===== config.mk =====
export PLATFORM = sky130hd
export DESIGN_NAME = sha_nonce_scheduler
export DESIGN_NICKNAME = d
export VERILOG_FILES = /design/src/rtl/sha_nonce_scheduler_pkg.sv /design/src/rtl/sha_found_encoder.sv /design/src/rtl/sha_nonce_scheduler.sv
export SDC_FILE = /design/constraint.sdc
export NUM_CORES = 1
export LEC_CHECK = 0
export CAP_MARGIN = 15
export CELL_PAD_IN_SITES_DETAIL_PLACEMENT = 0
export CELL_PAD_IN_SITES_GLOBAL_PLACEMENT = 1
export CORE_MARGIN = 4
export CORE_UTILIZATION = 45
export DETAILED_ROUTE_END_ITERATION = 16
export PLACE_DENSITY_LB_ADDON = 0.25
export SLEW_MARGIN = 5
export SYNTH_ARGS = -nofsm -noshare
export SYNTH_HDL_FRONTEND = slang
export SYNTH_HIERARCHICAL = 1
export SYNTH_SLANG_ARGS = --single-unit

===== constraint.sdc =====
create_clock -name clk -period 6.9 [get_ports clk]
set_input_delay 0.69 -clock clk [delete_from_list [all_inputs] [get_ports clk]]
set_output_delay 0.69 -clock clk [all_outputs]
set_load 0.02 [all_outputs]

===== src/rtl/sha_nonce_scheduler_pkg.sv =====
// Shared definitions for the nonce sweep scheduler: FSM state encoding and the
// default nonce width.
package sha_nonce_scheduler_pkg;

    localparam int NONCE_W_DEFAULT = 32;

    typedef enum logic [2:0] {
        S_IDLE   = 3'd0,
        S_LAUNCH = 3'd1,
        S_WAIT   = 3'd2,
        S_EVAL   = 3'd3,
        S_FIN    = 3'd4
    } sched_state_t;

endpackage


===== src/rtl/sha_found_encoder.sv =====
// Lowest-set-bit priority encoder over the per-core found vector; the lowest
// core index corresponds to the lowest nonce in the batch.
module sha_found_encoder #(
    parameter int CORES = 2,
    parameter int IDX_W = 8
) (
    input  logic [CORES-1:0] vec,
    output logic [IDX_W-1:0] idx,
    output logic             any
);

    always_comb begin
        idx = '0;
        any = 1'b0;
        // Scan downward so the last assignment is the lowest set bit.
        for (int i = CORES - 1; i >= 0; i--) begin
            if (vec[i]) begin
                idx = IDX_W'(i);
                any = 1'b1;
            end
        end
    end

endmodule


===== src/rtl/sha_nonce_scheduler.sv =====
// Sweeps an inclusive nonce range across the parallel SHA core array in batches
// of CORES nonces and reports the lowest winning nonce, or exhaustion/abort.
module sha_nonce_scheduler
    import sha_nonce_scheduler_pkg::*;
#(
    parameter int CORES   = 2,
    parameter int NONCE_W = NONCE_W_DEFAULT,
    parameter int IDX_W   = 8
) (
    input  logic               clk,
    input  logic               rst,
    input  logic               go,
    input  logic               abort,
    input  logic [NONCE_W-1:0] nonce_start,
    input  logic [NONCE_W-1:0] nonce_end,
    input  logic               fsm_ready,
    input  logic               digest_valid,
    input  logic [CORES-1:0]   found,
    output logic               core_start,
    output logic [NONCE_W-1:0] batch_base,
    output logic               busy,
    output logic               done,
    output logic               hit,
    output logic [NONCE_W-1:0] hit_nonce,
    output logic [IDX_W-1:0]   hit_core,
    output logic [NONCE_W-1:0] batch_cnt
);

    sched_state_t state, state_nxt;

    logic [NONCE_W-1:0] base_q;
    logic [NONCE_W-1:0] end_q;
    logic [CORES-1:0]   found_q;
    logic               hit_q;
    logic [NONCE_W-1:0] hit_nonce_q;
    logic [IDX_W-1:0]   hit_core_q;
    logic [NONCE_W-1:0] batch_cnt_q;

    logic [NONCE_W:0]   base_ext;
    logic [NONCE_W:0]   end_ext;
    logic [NONCE_W:0]   next_ext;
    logic               range_done;
    logic [CORES-1:0]   valid_mask;
    logic [IDX_W-1:0]   enc_idx;
    logic               enc_any;

    function automatic logic [NONCE_W-1:0] sat_inc(input logic [NONCE_W-1:0] v);
        return (&v) ? v : v + NONCE_W'(1);
    endfunction

    // One extra bit keeps the end-of-range tests exact at the top of the nonce space.
    assign base_ext   = {1'b0, base_q};
    assign end_ext    = {1'b0, end_q};
    assign next_ext   = base_ext + (NONCE_W + 1)'(CORES);
    assign range_done = (next_ext > end_ext);

    always_comb begin
        valid_mask = '0;
        for (int i = 0; i < CORES; i++) begin
            valid_mask[i] = ((base_ext + (NONCE_W + 1)'(i)) <= end_ext);
        end
    end

    sha_found_encoder #(
        .CORES (CORES),
        .IDX_W (IDX_W)
    ) u_found_encoder (
        .vec (found_q),
        .idx (enc_idx),
        .any (enc_any)
    );

    always_ff @(posedge clk or negedge rst) begin
        if (!rst) begin
            state <= S_IDLE;
        end else begin
            state <= state_nxt;
        end
    end

    always_comb begin
        state_nxt  = state;
        core_start = 1'b0;
        done       = 1'b0;
        case (state)
            S_IDLE: begin
                if (go) begin
                    state_nxt = (nonce_start > nonce_end) ? S_FIN : S_LAUNCH;
                end
            end
            S_LAUNCH: begin
                if (abort) begin
                    state_nxt = S_FIN;
                end else if (fsm_ready) begin
                    core_start = 1'b1;
                    state_nxt  = S_WAIT;
                end
            end
            S_WAIT: begin
                if (abort) begin
                    state_nxt = S_FIN;
                end else if (digest_valid) begin
                    state_nxt = S_EVAL;
                end
            end
            S_EVAL: begin
                if (abort || enc_any || range_done) begin
                    state_nxt = S_FIN;
                end else begin
                    state_nxt = S_LAUNCH;
                end
            end
            S_FIN: begin
                done      = 1'b1;
                state_nxt = S_IDLE;
            end
            default: state_nxt = S_IDLE;
        endcase
    end

    always_ff @(posedge clk or negedge rst) begin
        if (!rst) begin
            base_q      <= '0;
            end_q       <= '0;
            found_q     <= '0;
            hit_q       <= 1'b0;
            hit_nonce_q <= '0;
            hit_core_q  <= '0;
            batch_cnt_q <= '0;
        end else begin
            case (state)
                S_IDLE: begin
                    if (go) begin
                        base_q      <= nonce_start;
                        end_q       <= nonce_end;
                        batch_cnt_q <= '0;
                        hit_q       <= 1'b0;
                        hit_nonce_q <= '0;
                        hit_core_q  <= '0;
                    end
                end
                S_LAUNCH: begin
                    if (core_start) begin
                        batch_cnt_q <= sat_inc(batch_cnt_q);
                    end
                end
                S_WAIT: begin
                    if (!abort && digest_valid) begin
                        found_q <= found & valid_mask;
                    end
                end
                S_EVAL: begin
                    if (!abort) begin
                        if (enc_any) begin
                            hit_q       <= 1'b1;
                            hit_core_q  <= enc_idx;
                            hit_nonce_q <= base_q + NONCE_W'(enc_idx);
                        end else if (!range_done) begin
                            base_q <= next_ext[NONCE_W-1:0];
                        end
                    end
                end
                default: ;
            endcase
        end
    end

    assign busy       = (state != S_IDLE);
    assign batch_base = base_q;
    assign hit        = hit_q;
    assign hit_nonce  = hit_nonce_q;
    assign hit_core   = hit_core_q;
    assign batch_cnt  = batch_cnt_q;

endmodule


# Word-level counts from Yosys, hierarchy flattened
# Cells that the tools add are included.
# word_totals
in_bits	72
word_cells	81
ff_bits	142
out_inout_bits	108
# classes
bitwise_logic	1
add_sub_neg	4
n_lt_le_gt_ge	4
mux	36
eq_ne	13
n_reduce_logical	15
# ops
cell	n
$mux W32	9
$pmux W32 S2	3
$add A32 B1 Y33 const B	1
$add A32 B2 Y33 const B	1
$gt A33 B32 Y1	1
$le A33 B32 Y1	1
$add A32 B1 Y32 const B	1
$add A32 B8 Y32	1
$gt A32 B32 Y1	1
$le A32 B32 Y1	1
$reduce_and A32 Y1	1
$mux W8	3
$mux W3	7
$pmux W8 S2	1
$ne A2 B2 Y1 const B	7
$pmux W3 S4	1
$mux W1	11
$reduce_and A4 Y1	2
$eq A3 B2 Y1 const B	2
$ne A3 B3 Y1 const B	2
$reduce_and A5 Y1	1
$reduce_and A2 Y1	2
$reduce_bool A2 Y1	2
$eq A3 B1 Y1 const B	1
other kinds (9)	10

# Logic depth before layout (Yosys ltp)
# logic_depth
word_depth	6
ltp_mapped	16
mapped_depth_nobuf	16

# By module
# The synthesis kept the hierarchy.
# by_module_without_submodules
module	area_per_inst_um2	n_inst	cells_each	seq_area_each_um2
sha_nonce_scheduler	11158.2	1	1321	3553.4
sha_found_encoder	68.8	1	10	0.0

# Worst setup path after synthesis
# OpenSTA, ideal clock, no wires.
# synth_path
kind	register to register
startpoint	reg base_q[1] (netlist: batch_base[1])
endpoint	reg base_q[2] (netlist: batch_base[2])
path_slack_ns	2.964
synth_period_minus_slack_ns	3.936
required_time_ns	6.775
path_stages_with_launch	16
n_path_buf	1
arrival_ns	3.811
setup_time_ns	0.125
path_cell_list	dfrtp_1 -> ha_1 -> nand2_1 -> nor4_2 -> nand3_1 -> or2_2 -> xnor2_1 -> ha_1 -> nand3_1 -> nor2_1 -> nand2_1 -> a211o_1 -> a21oi_2 -> o21a_1 -> buf_2 -> mux2_2
# synth_via
elab_chain_cells	5
elab_cells_between_ends	8
classes_between	1 x add/sub; 1 x order compare; 1 x eq/ne; 4 x mux; 1 x reduce/logical
# synth_lines
item	line	source
from (decl)	sha_nonce_scheduler.sv:31	logic [NONCE_W-1:0] base_q;
from (signal assigned)	sha_nonce_scheduler.sv:134	base_q <= nonce_start;
from (signal assigned)	sha_nonce_scheduler.sv:159	base_q <= next_ext[NONCE_W-1:0];
$add A32 B2 Y33 (*)	sha_nonce_scheduler.sv:54	assign next_ext = base_ext + (NONCE_W + 1)'(CORES);
parallel branches: the longest is 4 deep, another holds $gt A33 B32 Y1	--	
# Every way passes the cells marked *. The select of a mux whose other input is x is not followed.
# A chain may end at the register's enable or synchronous reset.

# Worst setup path after layout
# Same ends and word-level chain as after synthesis.

==> insert_results.sql <==
INSERT INTO impl_metrics (metric_group, metric, value, unit) VALUES
('grt', 'grt_antenna_before_repair', '1', ''),
('power', 'leakage', '0.005933', 'uW'),
('cells_and_area', 'nets', '1684', ''),
('detailed_routing', 'drc', '0', ''),
('cells_and_area', 'layout.filler_cells', '2294', ''),
('clocking', 'tritoncts', 'done', ''),
('synth', 'yosys.area_share.adder', '0.1556', ''),
('worst_hold_path', 'hold_class', 'in2async', ''),
('placed_design', 'port-buffer-count', '179', ''),
('detailed_routing', 'drt-vias-per-instance', '5.690', ''),
('floorplanning', 'die_y', '166.0', 'um'),
('floorplanning', 'fp.dieW', '166.0', 'um'),
('cells_and_area', 'utilization', '0.5624', ''),
('clocking', 'cts.path.max_buffers', '2', ''),
('detailed_routing', 'detailed_route_wire_length', '36180', 'um'),
('floorplanning', 'die_area', '27540', 'um^2'),
('timing', 'worst_slew_margin_rel', '0.3373', ''),
('power', 'vdd_ir_drop_max', '0.1520', 'mV'),
('clocking', 'cts_resized', '0', ''),
('grt', 'overflow', '0', ''),
('cells_and_area', 'n_antenna_cell', '0', ''),
('timing', 'achievable-frequency', '0.2047', 'GHz'),
('floorplanning', 'number_of_placement_rows', '57', ''),
('timing', 'report.final.hold_viol_count', '0', ''),
('power', 'clock_power_share', '0.176', ''),
('status', 'run_status', 'complete, no violations', ''),
('clocking', 'clock_latency', '430', 'ps'),
('detailed_routing', 'wire_per_inst', '19.99', 'um'),
('synth', 'yosys.area_share.xor_xnor', '0.09127', ''),
('timing', 'report.final.setup_viol', '0', ''),
('grt', 'groute.usage.overall', '0.2600', ''),
('power', 'power.net_switching', '2575', 'uW'),
('grt', 'grt_pass1_vias', '10160', ''),
('cells_and_area', 'drive_gt1_frac', '0.04374', ''),
('clocking', 'post_cts.repair.setup_buffers', '0', ''),
('synth', 'syn-instance-count', '1331', ''),
('synth', 'synth_enable_flop_cells', '0', ''),
('detailed_routing', 'sum_of_met2_wire_segment_lengths_after_detailed_routing', '15540', 'um'),
('timing', 'final.period_utilization', '0.7078', ''),
('grt', 'grt_first_pass_wirelength', '57660', 'um'),
('timing', 'fin_tns_setup', '0', 'ps'),
('synth', 'synth_compound_area_frac', '0.1460', ''),
('synth', 'synth_area', '11230', 'um^2'),
('detailed_routing', 'detailroute.via_count', '10300', ''),
('grt', 'grt_start_max_net_pins', '95', ''),
('floorplanning', 'ios', '180', ''),
('power', 'fin_total_pwr', '5304', 'uW'),
('timing', 'finClkSkew', '11.58', 'ps'),
('synth', 'asyncSetResetFlopFracSynth', '1.000', ''),
('floorplanning', 'fp.coreArea', '24460', 'um^2'),
('placed_design', 'detailed_placement_wirelength_estimate', '27310', 'um'),
('clocking', 'ctsHtreeMaxLevel', '4', ''),
('synth', 'synth.ff_latch_count', '142', ''),
('clocking', 'cts.root.buffer_cell', 'sky130_fd_sc_hd__clkbuf_16', ''),
('detailed_routing', 'dr.max_layer_used', 'met5', ''),
('synth', 'synth.distinct_cells', '67', ''),
('synth', 'basic_gate_share_of_the_synthesized_area_counting_and_or_nand_and_nor_cells', '0.2081', ''),
('placed_design', 'routabilityCongestion', '0.9466', ''),
('timing', 'period_minus_slack', '4884', 'ps'),
('detailed_routing', 'met3_wirelength', '2766', 'um'),
('critical_path', 'cp.required', '7210', 'ps'),
('cells_and_area', 'flow.area_growth_from_synthesis', '22.55', '%'),
('power', 'share_comb_of_total_power', '0.550', ''),
('power', 'internal_power_component', '2729', 'uW'),
('floorplanning', 'floorplan.initialDensity', '0.4590', ''),
('flow_run', 'maxCapViolCount', '0', ''),
('synth', 'sequential_fraction_of_the_synthesis_area', '0.3165', ''),
('clocking', 'cts.hold.buffers_added', '0', ''),
('power', 'power_switching_share', '0.4856', ''),
('critical_path', 'path_max_fanout', '10', ''),
('critical_path', 'cp-start-kind', 'register', '');
## stage by stage
step                      instance area, um^2  cells  hold WS, ps  worst slack [ps]
after floorplan                         11250   1337        394.4              2964
after global placement                  13180   1777        461.2              2174
after detailed placement                13180   1778        470.3              2119
after CTS                               13760   1810        293.0              2102
after global routing                    13760   1810        313.8              1710
final                                   13760   1810        252.0              2016
## critical path, cell delays in order (launching register included)
cell and delay, ps:
sky130_fd_sc_hd__dfrtp_1 650, sky130_fd_sc_hd__ha_1 340, sky130_fd_sc_hd__nand2_1 160, sky130_fd_sc_hd__nor4_2 570, sky130_fd_sc_hd__nand2_1 340, sky130_fd_sc_hd__or2_2 380, sky130_fd_sc_hd__xnor2_1 130, sky130_fd_sc_hd__ha_1 300
sky130_fd_sc_hd__nand4_1 130, sky130_fd_sc_hd__nor2_1 180, sky130_fd_sc_hd__nand2_1 80, sky130_fd_sc_hd__a211o_1 240, sky130_fd_sc_hd__a21oi_2 160, sky130_fd_sc_hd__o21a_1 500, sky130_fd_sc_hd__buf_4 260, sky130_fd_sc_hd__mux2_2 330
## power groups by stage
stage / clock (uW) / sequential [uW] / combinational, uW
6_report: 934 / 1450 / 2920
3_3_place_gp: 0 / 1450 / 2830
3_5_place_dp: 0 / 1460 / 2870
4_1_cts: 945 / 1440 / 2900
5_1_grt: 983 / 1490 / 3270
2_1_floorplan: 0 / 1280 / 2060
## flip-flops by register name, summed over array words and instances, names as in the netlist
signal      flops
found_q         2
batch_cnt      32
state           3
batch_base     32
hit             1
end_q          32
hit_core        8
hit_nonce      32
## layout make-up
class	count	area [um^2]	area share
Clock buffer	18	429.2	0.03119
Timing Repair Buffer	191	1883	0.1369
Clock inverter	14	146.4	0.01064
Multi-Input combinational cell	1035	7018	0.5101
Inverter	86	322.8	0.02346
Sequential cell	142	3553	0.2583
Tap cell	324	405.4	0.02947
## cells in the final DEF, fill, tap and decap left out, drive strengths merged, types with 18 or more instances in the layout
cell | Yosys | layout
mux2i | 23 | 23
nand3 | 45 | 45
nand2 | 187 | 187
a21oi | 70 | 70
nor4 | 23 | 23
inv | 86 | 94
nand4 | 49 | 49
xor2 | 53 | 53
clkbuf | 29 | 18
clkdlybuf4s50 | 0 | 178
ha | 138 | 138
nor2 | 81 | 81
xnor2 | 64 | 64
nor3 | 39 | 39
o21ai | 106 | 106
dfrtp | 142 | 142
## cells in the mapped netlist, types with 4 or more instances
cell / number / area [um^2]
sky130_fd_sc_hd__o211ai_1: 6 / 45.04
sky130_fd_sc_hd__or4_1: 4 / 30.03
sky130_fd_sc_hd__xnor2_1: 64 / 560.5
sky130_fd_sc_hd__buf_1: 4 / 15.01
sky130_fd_sc_hd__xor2_1: 53 / 464.2
sky130_fd_sc_hd__inv_1: 86 / 322.8
sky130_fd_sc_hd__or2_2: 4 / 25.02
sky130_fd_sc_hd__a211oi_1: 7 / 52.55
sky130_fd_sc_hd__mux2i_1: 23 / 230.2
sky130_fd_sc_hd__nor4_1: 20 / 125.1
sky130_fd_sc_hd__or3_1: 7 / 43.79
sky130_fd_sc_hd__o31ai_1: 4 / 30.03
sky130_fd_sc_hd__nand4_1: 44 / 275.3
sky130_fd_sc_hd__o21ai_0: 101 / 505.5
sky130_fd_sc_hd__buf_2: 31 / 155.2
sky130_fd_sc_hd__clkbuf_1: 28 / 105.1
sky130_fd_sc_hd__nand2_1: 187 / 701.9
sky130_fd_sc_hd__a21oi_1: 69 / 345.3
sky130_fd_sc_hd__nor3_1: 39 / 195.2
sky130_fd_sc_hd__o311ai_0: 13 / 113.9
sky130_fd_sc_hd__a211o_1: 5 / 43.79
sky130_fd_sc_hd__nor2b_1: 6 / 37.54
sky130_fd_sc_hd__o21a_1: 9 / 67.56
sky130_fd_sc_hd__o22ai_1: 6 / 37.54
sky130_fd_sc_hd__buf_4: 9 / 67.56
sky130_fd_sc_hd__and2_1: 8 / 50.05
sky130_fd_sc_hd__ha_1: 138 / 1727
sky130_fd_sc_hd__nor2_1: 81 / 304.0
sky130_fd_sc_hd__nand3_1: 44 / 220.2
sky130_fd_sc_hd__dfrtp_1: 142 / 3553
sky130_fd_sc_hd__and3_1: 10 / 62.56
sky130_fd_sc_hd__a21o_1: 12 / 90.09
sky130_fd_sc_hd__o21ai_1: 5 / 25.02
sky130_fd_sc_hd__and4_1: 6 / 52.55
## layer usage
layer	global-route usage	vias up
met4	0.07102	2
li1	-	4977
met5	0	-
met3	0.04570	53
met1	0.3887	4863
met2	0.3881	403
## final timing paths
path / startpoint / to / slack, ps / depth (start not counted)
setup / recovery: batch_base[1] / batch_base[2] / 2020 / 15
hold / removal: rst / hit_core[5] / 250 / 1
setup reg to reg: batch_base[1] / batch_base[2] / 2020 / 15
hold reg to reg: hit_nonce[25] / hit_nonce[25] / 470 / 2
max in group asynchronous: rst / end_q[15] / 5180 / 2
min in group clk: hit_nonce[25] / hit_nonce[25] / 470 / 2
## cell families after synthesis
group | Yosys count
muxes | 24
and+or+nand+nor | 481
buffers and inverters | 160
AOI/OAI and AO/OA | 267
DFF | 142
other | 1
adders and majority gates | 139
xor gates and xnor gates | 117
No activity file was read; power rests on OpenSTA's default activity.
